File: src/rtl/instr_fetch_unit_pkg.sv
// Shared definitions for the instruction fetch unit: opcodes, instruction
// field positions and the fetch FSM state encoding.
package instr_fetch_unit_pkg;

    // 2-bit opcode space of the microprocessor
    localparam logic [1:0] OP_RTYPE = 2'd0;
    localparam logic [1:0] OP_LW    = 2'd1;
    localparam logic [1:0] OP_SW    = 2'd2;
    localparam logic [1:0] OP_BEQ   = 2'd3;

    // Instruction fields: op[7:6] rs[5:4] rt[3:2] rd/imm[1:0]
    localparam int OP_HI  = 7;
    localparam int OP_LO  = 6;
    localparam int RS_HI  = 5;
    localparam int RS_LO  = 4;
    localparam int RT_HI  = 3;
    localparam int RT_LO  = 2;
    localparam int IMM_HI = 1;
    localparam int IMM_LO = 0;
    localparam int IMM_W  = IMM_HI - IMM_LO + 1;

    typedef enum logic [1:0] {
        IDLE    = 2'd0,
        FETCH   = 2'd1,
        ISSUE   = 2'd2,
        WAIT_BR = 2'd3
    } ifuStateT;

endpackage

File: src/rtl/instr_fetch_unit_pc_next.sv
// Next-PC adder: pc+1, or pc+1+sext(imm) for a taken branch. Wraps modulo 2^PC_W.
module ifu_pc_next
    import instr_fetch_unit_pkg::*;
#(
    parameter int PC_W = 8
) (
    input  logic [PC_W-1:0]  pc,
    input  logic [IMM_W-1:0] imm,
    input  logic             taken,
    output logic [PC_W-1:0]  nextPc
);

    logic [PC_W-1:0] immSext;
    logic [PC_W-1:0] offset;

    // Sign-extend the 2-bit displacement (range -2..+1)
    assign immSext = {{(PC_W-IMM_W){imm[IMM_W-1]}}, imm};
    assign offset  = taken ? (immSext + PC_W'(1)) : PC_W'(1);
    assign nextPc  = pc + offset;

endmodule

File: src/rtl/instr_fetch_unit.sv
// Instruction fetch/issue front end: owns the PC, fetches over a req/ack
// memory port, issues over valid/ready and resolves BEQ from the datapath.
// Optional build macro IFU_PERF_CNT_EN adds saturating busy-cycle and
// retired-instruction counters (cyc_cnt, ret_cnt).
module instr_fetch_unit
    import instr_fetch_unit_pkg::*;
#(
    parameter int          PC_W     = 8,
    parameter int unsigned RESET_PC = 0,
    parameter int          INSTR_W  = 8
) (
    input  logic               clk,
    input  logic               rst_n,
    input  logic               start,
    input  logic               halt,
    output logic               imem_req,
    output logic [PC_W-1:0]    imem_addr,
    input  logic               imem_ack,
    input  logic [INSTR_W-1:0] imem_data,
    output logic               instr_valid,
    input  logic               instr_ready,
    output logic [INSTR_W-1:0] instr,
    output logic [1:0]         op,
    output logic [PC_W-1:0]    instr_pc,
    input  logic               br_valid,
    input  logic               br_taken,
    output logic [PC_W-1:0]    pc,
    output logic               busy
`ifdef IFU_PERF_CNT_EN
    ,
    output logic [15:0]        cyc_cnt,
    output logic [15:0]        ret_cnt
`endif
);

    ifuStateT        state;
    ifuStateT        stateNext;
    logic [PC_W-1:0] pcNext;
    logic            pcAdvance;
    logic            brTaken;
    logic            fetchDone;
    logic            issueAcc;

    assign op        = instr[OP_HI:OP_LO];
    assign imem_addr = pc;
    assign fetchDone = (state == FETCH) && imem_ack;
    assign issueAcc  = (state == ISSUE) && instr_ready;
    // An instruction retires on a non-BEQ accept or on BEQ resolution
    assign pcAdvance = (issueAcc && (op != OP_BEQ)) || ((state == WAIT_BR) && br_valid);
    assign brTaken   = (state == WAIT_BR) && br_taken;

    ifu_pc_next #(.PC_W(PC_W)) pcNextInst (
        .pc     (pc),
        .imm    (instr[IMM_HI:IMM_LO]),
        .taken  (brTaken),
        .nextPc (pcNext)
    );

    // FSM state register
    always_ff @(posedge clk or negedge rst_n) begin
        if (!rst_n) state <= IDLE;
        else        state <= stateNext;
    end

    // FSM next-state logic; halt is only looked at when an instruction completes
    always_comb begin
        stateNext = state;
        unique case (state)
            IDLE:    if (start && !halt) stateNext = FETCH;
            FETCH:   if (imem_ack)       stateNext = ISSUE;
            ISSUE:   if (instr_ready)    stateNext = (op == OP_BEQ) ? WAIT_BR : (halt ? IDLE : FETCH);
            WAIT_BR: if (br_valid)       stateNext = halt ? IDLE : FETCH;
            default:                     stateNext = IDLE;
        endcase
    end

    // FSM outputs are pure functions of the state
    always_comb begin
        imem_req    = 1'b0;
        instr_valid = 1'b0;
        busy        = 1'b1;
        unique case (state)
            IDLE:    busy        = 1'b0;
            FETCH:   imem_req    = 1'b1;
            ISSUE:   instr_valid = 1'b1;
            WAIT_BR: ;
            default: busy        = 1'b0;
        endcase
    end

    // PC advances only at instruction retirement
    always_ff @(posedge clk or negedge rst_n) begin
        if (!rst_n)         pc <= PC_W'(RESET_PC);
        else if (pcAdvance) pc <= pcNext;
    end

    // Capture the fetched word and its address; held through ISSUE and WAIT_BR
    always_ff @(posedge clk or negedge rst_n) begin
        if (!rst_n) begin
            instr    <= '0;
            instr_pc <= '0;
        end else if (fetchDone) begin
            instr    <= imem_data;
            instr_pc <= pc;
        end
    end

`ifdef IFU_PERF_CNT_EN
    // Saturating count of busy cycles
    always_ff @(posedge clk or negedge rst_n) begin
        if (!rst_n)                        cyc_cnt <= '0;
        else if (busy && cyc_cnt != 16'hFFFF) cyc_cnt <= cyc_cnt + 16'd1;
    end

    // Saturating count of retired instructions
    always_ff @(posedge clk or negedge rst_n) begin
        if (!rst_n)                             ret_cnt <= '0;
        else if (pcAdvance && ret_cnt != 16'hFFFF) ret_cnt <= ret_cnt + 16'd1;
    end
`endif

endmodule

File: config.mk
export PLATFORM = sky130hd
export DESIGN_NAME = instr_fetch_unit
export DESIGN_NICKNAME = d
export VERILOG_FILES = /design/src/rtl/instr_fetch_unit_pkg.sv /design/src/rtl/instr_fetch_unit_pc_next.sv /design/src/rtl/instr_fetch_unit.sv
export SDC_FILE = /design/constraint.sdc
export NUM_CORES = 1
export LEC_CHECK = 0
export CAP_MARGIN = 25
export CELL_PAD_IN_SITES_DETAIL_PLACEMENT = 1
export CELL_PAD_IN_SITES_GLOBAL_PLACEMENT = 1
export CORE_UTILIZATION = 35
export DETAILED_ROUTE_END_ITERATION = 16
export PLACE_DENSITY_LB_ADDON = 0.2
export SKIP_CTS_REPAIR_TIMING = 1
export SLEW_MARGIN = 20
export SYNTH_ARGS = -nofsm -noshare
export SYNTH_HDL_FRONTEND = slang
export SYNTH_SLANG_ARGS = --single-unit
export TNS_END_PERCENT = 30
File: constraint.sdc
create_clock -name clk -period 3.8 [get_ports clk]
set_input_delay 0.95 -clock clk [delete_from_list [all_inputs] [get_ports clk]]
set_output_delay 0.95 -clock clk [all_outputs]
set_load 0.02 [all_outputs]
== Yosys cells after proc, flatten, opt, wreduce, memory -nomap -nowiden ==
Index checks and enable logic that the tools add are counted.

* Memory bits (read-only): 0
* Bits in latches: 0
* Word-level logic and storage cells: 36
* Memories kept: 0
* Flip-flop bits (word level): 26
* Input port bits: 16
* Output and inout port bits: 37
* Bits in writable memories: 0

* Reductions and logical operators: 10
* Shift operators: 0
* Bitwise gates (word level): 0
* Add/sub/neg operators: 2
* Multiply operators: 0
* Mux-type cells: 11
* Order comparisons: 0
* Eq/ne operators: 9
* Divide/modulo/power cells: 0

{| class="wikitable"
|+ Operators with widths
! cell !! number
|-
| $mux W2 || 5
|-
| $ne A2 B2 Y1 const B || 5
|-
| $add A8 B8 Y8 || 1
|-
| $mux W8 || 1
|-
| $pmux W2 S4 || 1
|-
| $eq A2 B2 Y1 const B || 3
|-
| $logic_and A1 B1 Y1 || 6
|-
| $mux W1 || 4
|-
| $reduce_and A4 Y1 || 1
|-
| $add A2 B2 Y3 const B || 1
|-
| $eq A2 B1 Y1 const B || 1
|-
| $logic_not A2 Y1 || 1
|-
| $logic_not A1 Y1 || 1
|-
| $logic_or A1 B1 Y1 || 1
|}

== Longest topological paths before layout ==
* Word-level depth: 4
* Gate-level depth with buffers: 9
* Mapped depth without buffers: 9

== By module ==
From an unflattened synthesis, not the netlist that was laid out.

* Cells, all modules: 164
* Area total of the unflattened synthesis: 1726.7 µm²

{| class="wikitable"
|+ By module, submodules not included
! module !! area an instance (µm²) !! sequential area each (µm²) !! instances !! cells an instance
|-
| instr_fetch_unit || 1392.6 || 650.6 || 1 || 120
|-
| ifu_pc_next || 334.1 || 0.0 || 1 || 44
|}

== Least setup slack after synthesis ==
No wires, ideal clock.

* Path kind: input to register
* Start: input port br_taken
* End: register pc[7], in the netlist imem_addr[7]
* Data arrival time: 2.444 ns
* Cell stages on the path: 8
* Path buffers: 0
* Setup slack: 1.277 ns
* Library setup time: 0.080 ns
* Data required time: 3.720 ns
* Cells stage by stage: nand3_1 -> or2_2 -> inv_1 -> ha_1 -> a21o_1 -> or4_1 -> a21oi_2 -> xor2_1

* Longest elaborated chain between the ends: 3

{| class="wikitable"
|+ Ends and longest elaborated chain
! what !! RTL line !! source
|-
| from (decl) || instr_fetch_unit.sv:26 || <nowiki>input logic br_taken,</nowiki>
|-
| $logic_and A1 B1 Y1 || instr_fetch_unit.sv:50 || <nowiki>assign brTaken = (state == WAIT_BR) && br_taken;</nowiki>
|-
| $mux W8 || instr_fetch_unit_pc_next.sv:18 || <nowiki>assign offset = taken ? (immSext + PC_W'(1)) : PC_W'(1);</nowiki>
|-
| $add A8 B8 Y8 || instr_fetch_unit_pc_next.sv:19 || <nowiki>assign nextPc = pc + offset;</nowiki>
|-
| to (signal assigned) || instr_fetch_unit.sv:93 || <nowiki>if (!rst_n) pc <= PC_W'(RESET_PC);</nowiki>
|-
| to (signal assigned) || instr_fetch_unit.sv:94 || <nowiki>else if (pcAdvance) pc <= pcNext;</nowiki>
|-
| to (decl) || instr_fetch_unit.sv:27 || <nowiki>output logic [PC_W-1:0] pc,</nowiki>
|}

Every way passes these cells.
A chain may end at the register's enable or synchronous reset.

== Worst setup path after layout ==
Ends and elaborated chain as after synthesis.

==> summary.txt <==
Power and ir drop
  • Peak supply drop: about 420 uV
  • Leak Pwr: 0.826 nW
  • PwrDens: 936 mW/mm2
  • Total power: around 1.8 mW

Timing
  • Fin Clk Skew: slightly below 0.009 ns
  • Final Hold Fails: 0
  • Final Max Tran Viols: 0
  • Slew margin rel.: 0.515
  • Final min period: around 2.9 ns
  • Final setup vio count: 0
  • Hold slack: 0.488 ns
  • Fin Setup TNS: 0 ns
  • RSZ-0062 raised after global routing: false
  • Fin crit share: 0.765
  • Peak Freq: around 0.34 GHz
  • Worst Tran Pin Value: between 0.7 and 0.8 ns

Synth
  • Yosys warns: 0
  • Leading cell type by number of instances after synthesis: dfrtp_1
  • Yosys top cell by area: dfrtp_1
  • Syn Area/Cell: ~11 um2
  • Library cells used by synthesis: 32
  • Cells after Synth: approximately 120
  • Share of the synthesized area in the top cell type: 0.480
  • Post-synthesis instance area: roughly 0.0014 mm2
  • FFs w/ async S/R, synth: 1.00
  • Most instantiated cells after synthesis: dfrtp_1 (26), mux2_2 (15), buf_4 (10)
  • Post-synth EDFFs: 0
  • Seq/Total Area, Yosys: 0.480
  • Dominant synthesized flop cell: dfrtp_1
  • Top cells by area, synth: dfrtp_1 (48%), mux2_2 (12%), buf_4 (5.5%)
  • Synthesized flop and latch total: 26
  • Syn_nets: around 140

Hold path
  • Hold path startpoint: instr_pc[1]$_DFFE_PN0P_
  • Worst Hold Path Cells: 2
  • Worst hold path type: reg -> reg
  • Hold endpoint: instr_pc[1]$_DFFE_PN0P_

CTS
  • Clk pin slew, worst setup/hold paths: 0.10 ns
  • Worst skew pair latency: around 0.27 ns
  • H-tree depth: 1
  • # clock sinks: 26
  • Root buffer cell: clkbuf_8
  • CTS tree: done
  • Clock buffer depth: 2
  • Num CTS Buffers: 3

Drt
  • Via count: between 1,000 and 1,500
  • Initial DRC Count: 36
  • Routed len/inst: between 10 and 15 um
  • WL final: just over 3000 um
  • Detailed Routing Iterations Pass 1: 6
  • DRT antenna net count: 0
  • Drt drc: 0
  • Vias per cell: 5.08

Flow run
  • Max Cap Viol: 0

Placement
  • IO Port Bufs: between 50 and 60
  • GP Congestion: between 0.8 and 0.9
  • DP HPWL: between 2000 and 2500 um

Worst setup path
  • FF-to-FF End: imem_addr[7]$_DFFE_PN0P_
  • Crit path DAT: 3.11 ns
  • FF-to-FF path depth: 8
  • Critical Path Sink Type: register
  • R2R Path Start: state[0]$_DFFE_PN0P_
  • R2R setup slack: between 1 and 1.5 ns
  • Startpoint class of the critical path: input port
  • CP max FO: 5
  • Setup CP Type: in -> reg
  • CP Data Required Time: about 4.0 ns
  • Setup crit start: br_taken

GRT
  • Vias in the first global route: 1,080
  • Antenna violations before repair: 0
  • Global-route wire length before repair: 5150 um
  • Grt ovf: 0
  • Largest net degree at the start of global routing: 27
  • Total track usage: 0.163

Layout
  • Layout cell share with drive strength beyond 1: 0.153
  • Final net count: approximately 180
  • Inserted Diodes: 0
  • Area grow syn2layout: 42.1%

Die
  • IO Count: 53
  • Initial Util: 0.367
  • Die X: between 60 and 70 um
  • DIE HEIGHT: between 60 and 70 um
  • Full die area: 0.00412 mm2
  • Core area: 0.00369 mm2
  • Rows: 22

Run status
  • Outcome: complete, no violations
==> power by group <==
part	internal (mW)	switching, mW
combinational	0.511	0.491
clock	0.141	0.0890
sequential	0.408	0.162
==> per-stage QoR <==
stage | util | instances | instance area (um2) | setup WS [ns]
finish | 0.522 | 211 | 1930 | 0.892
global placement | 0.503 | 207 | 1850 | 0.682
CTS | 0.522 | 211 | 1930 | 0.881
global route | 0.522 | 211 | 1930 | 0.819
detailed placement | 0.503 | 207 | 1850 | 0.622
floorplan | - | 119 | 1360 | 1.28
==> cell families after synthesis <==
group                      share of synthesized area
AOI/OAI and AO/OA                             0.0868
xor gates and xnor gates                      0.0452
and+or+nand+nor                                0.122
adders and majority gates                     0.0425
muxes                                          0.141
buffers and inverters                         0.0822
DFF                                            0.480
==> layout make-up <==
cell class / instances / area (um2)
flip-flops and latches: 26 / 651
fillers: 406 / 1760
inverters: 6 / 22.5
clock buffers: 3 / 41.3
repair buffers: 53 / 528
well taps: 48 / 60.1
clock inverters: 1 / 30.0
multi-input cells: 74 / 593
==> cells in the final DEF, fill, tap and decap left out, types with 2 or more instances in the layout <==
cell,instances
or2_2,2
mux2_2,15
or3_1,2
nor2_1,4
mux2_1,2
clkdlybuf4s50_1,52
a21oi_1,7
o21ai_0,3
nand3_1,6
or4_1,2
nor2b_1,2
ha_1,3
clkbuf_8,3
xor2_1,6
nand4_1,4
dfrtp_1,26
nand2_1,3
inv_1,6
==> critical path: stages <==
cell and delay, ns:
clkdlybuf4s50_1 0.52, nand3_1 0.08, or2_2 0.31, inv_1 0.06
ha_1 0.23, a21o_1 0.20, or4_1 0.44, a21oi_2 0.16
xor2_1 0.15
==> per-layer routing <==
layer	vias up	track usage	part of all wire
met5	-	0	0
met4	0	0.0750	0.021
met3	8	0.0268	0.058
met2	39	0.277	0.49
met1	527	0.201	0.43
li1	497	-	-
==> registers in the layout, indices dropped and copies added (netlist names) <==
| name | flops |
|---|---|
| instr | 8 |
| state | 2 |
| imem_addr | 8 |
| instr_pc | 8 |
==> how the worst max path moves through the flow <==
stage,end,cells past startpoint
floorplan,imem_addr[7]$_DFFE_PN0P_,8
global placement,imem_addr[7]$_DFFE_PN0P_,9
detailed placement,imem_addr[7]$_DFFE_PN0P_,9
CTS,imem_addr[7]$_DFFE_PN0P_,9
global route,imem_addr[7]$_DFFE_PN0P_,9
finish,imem_addr[7]$_DFFE_PN0P_,9
(Power assumes the default switching activity.)
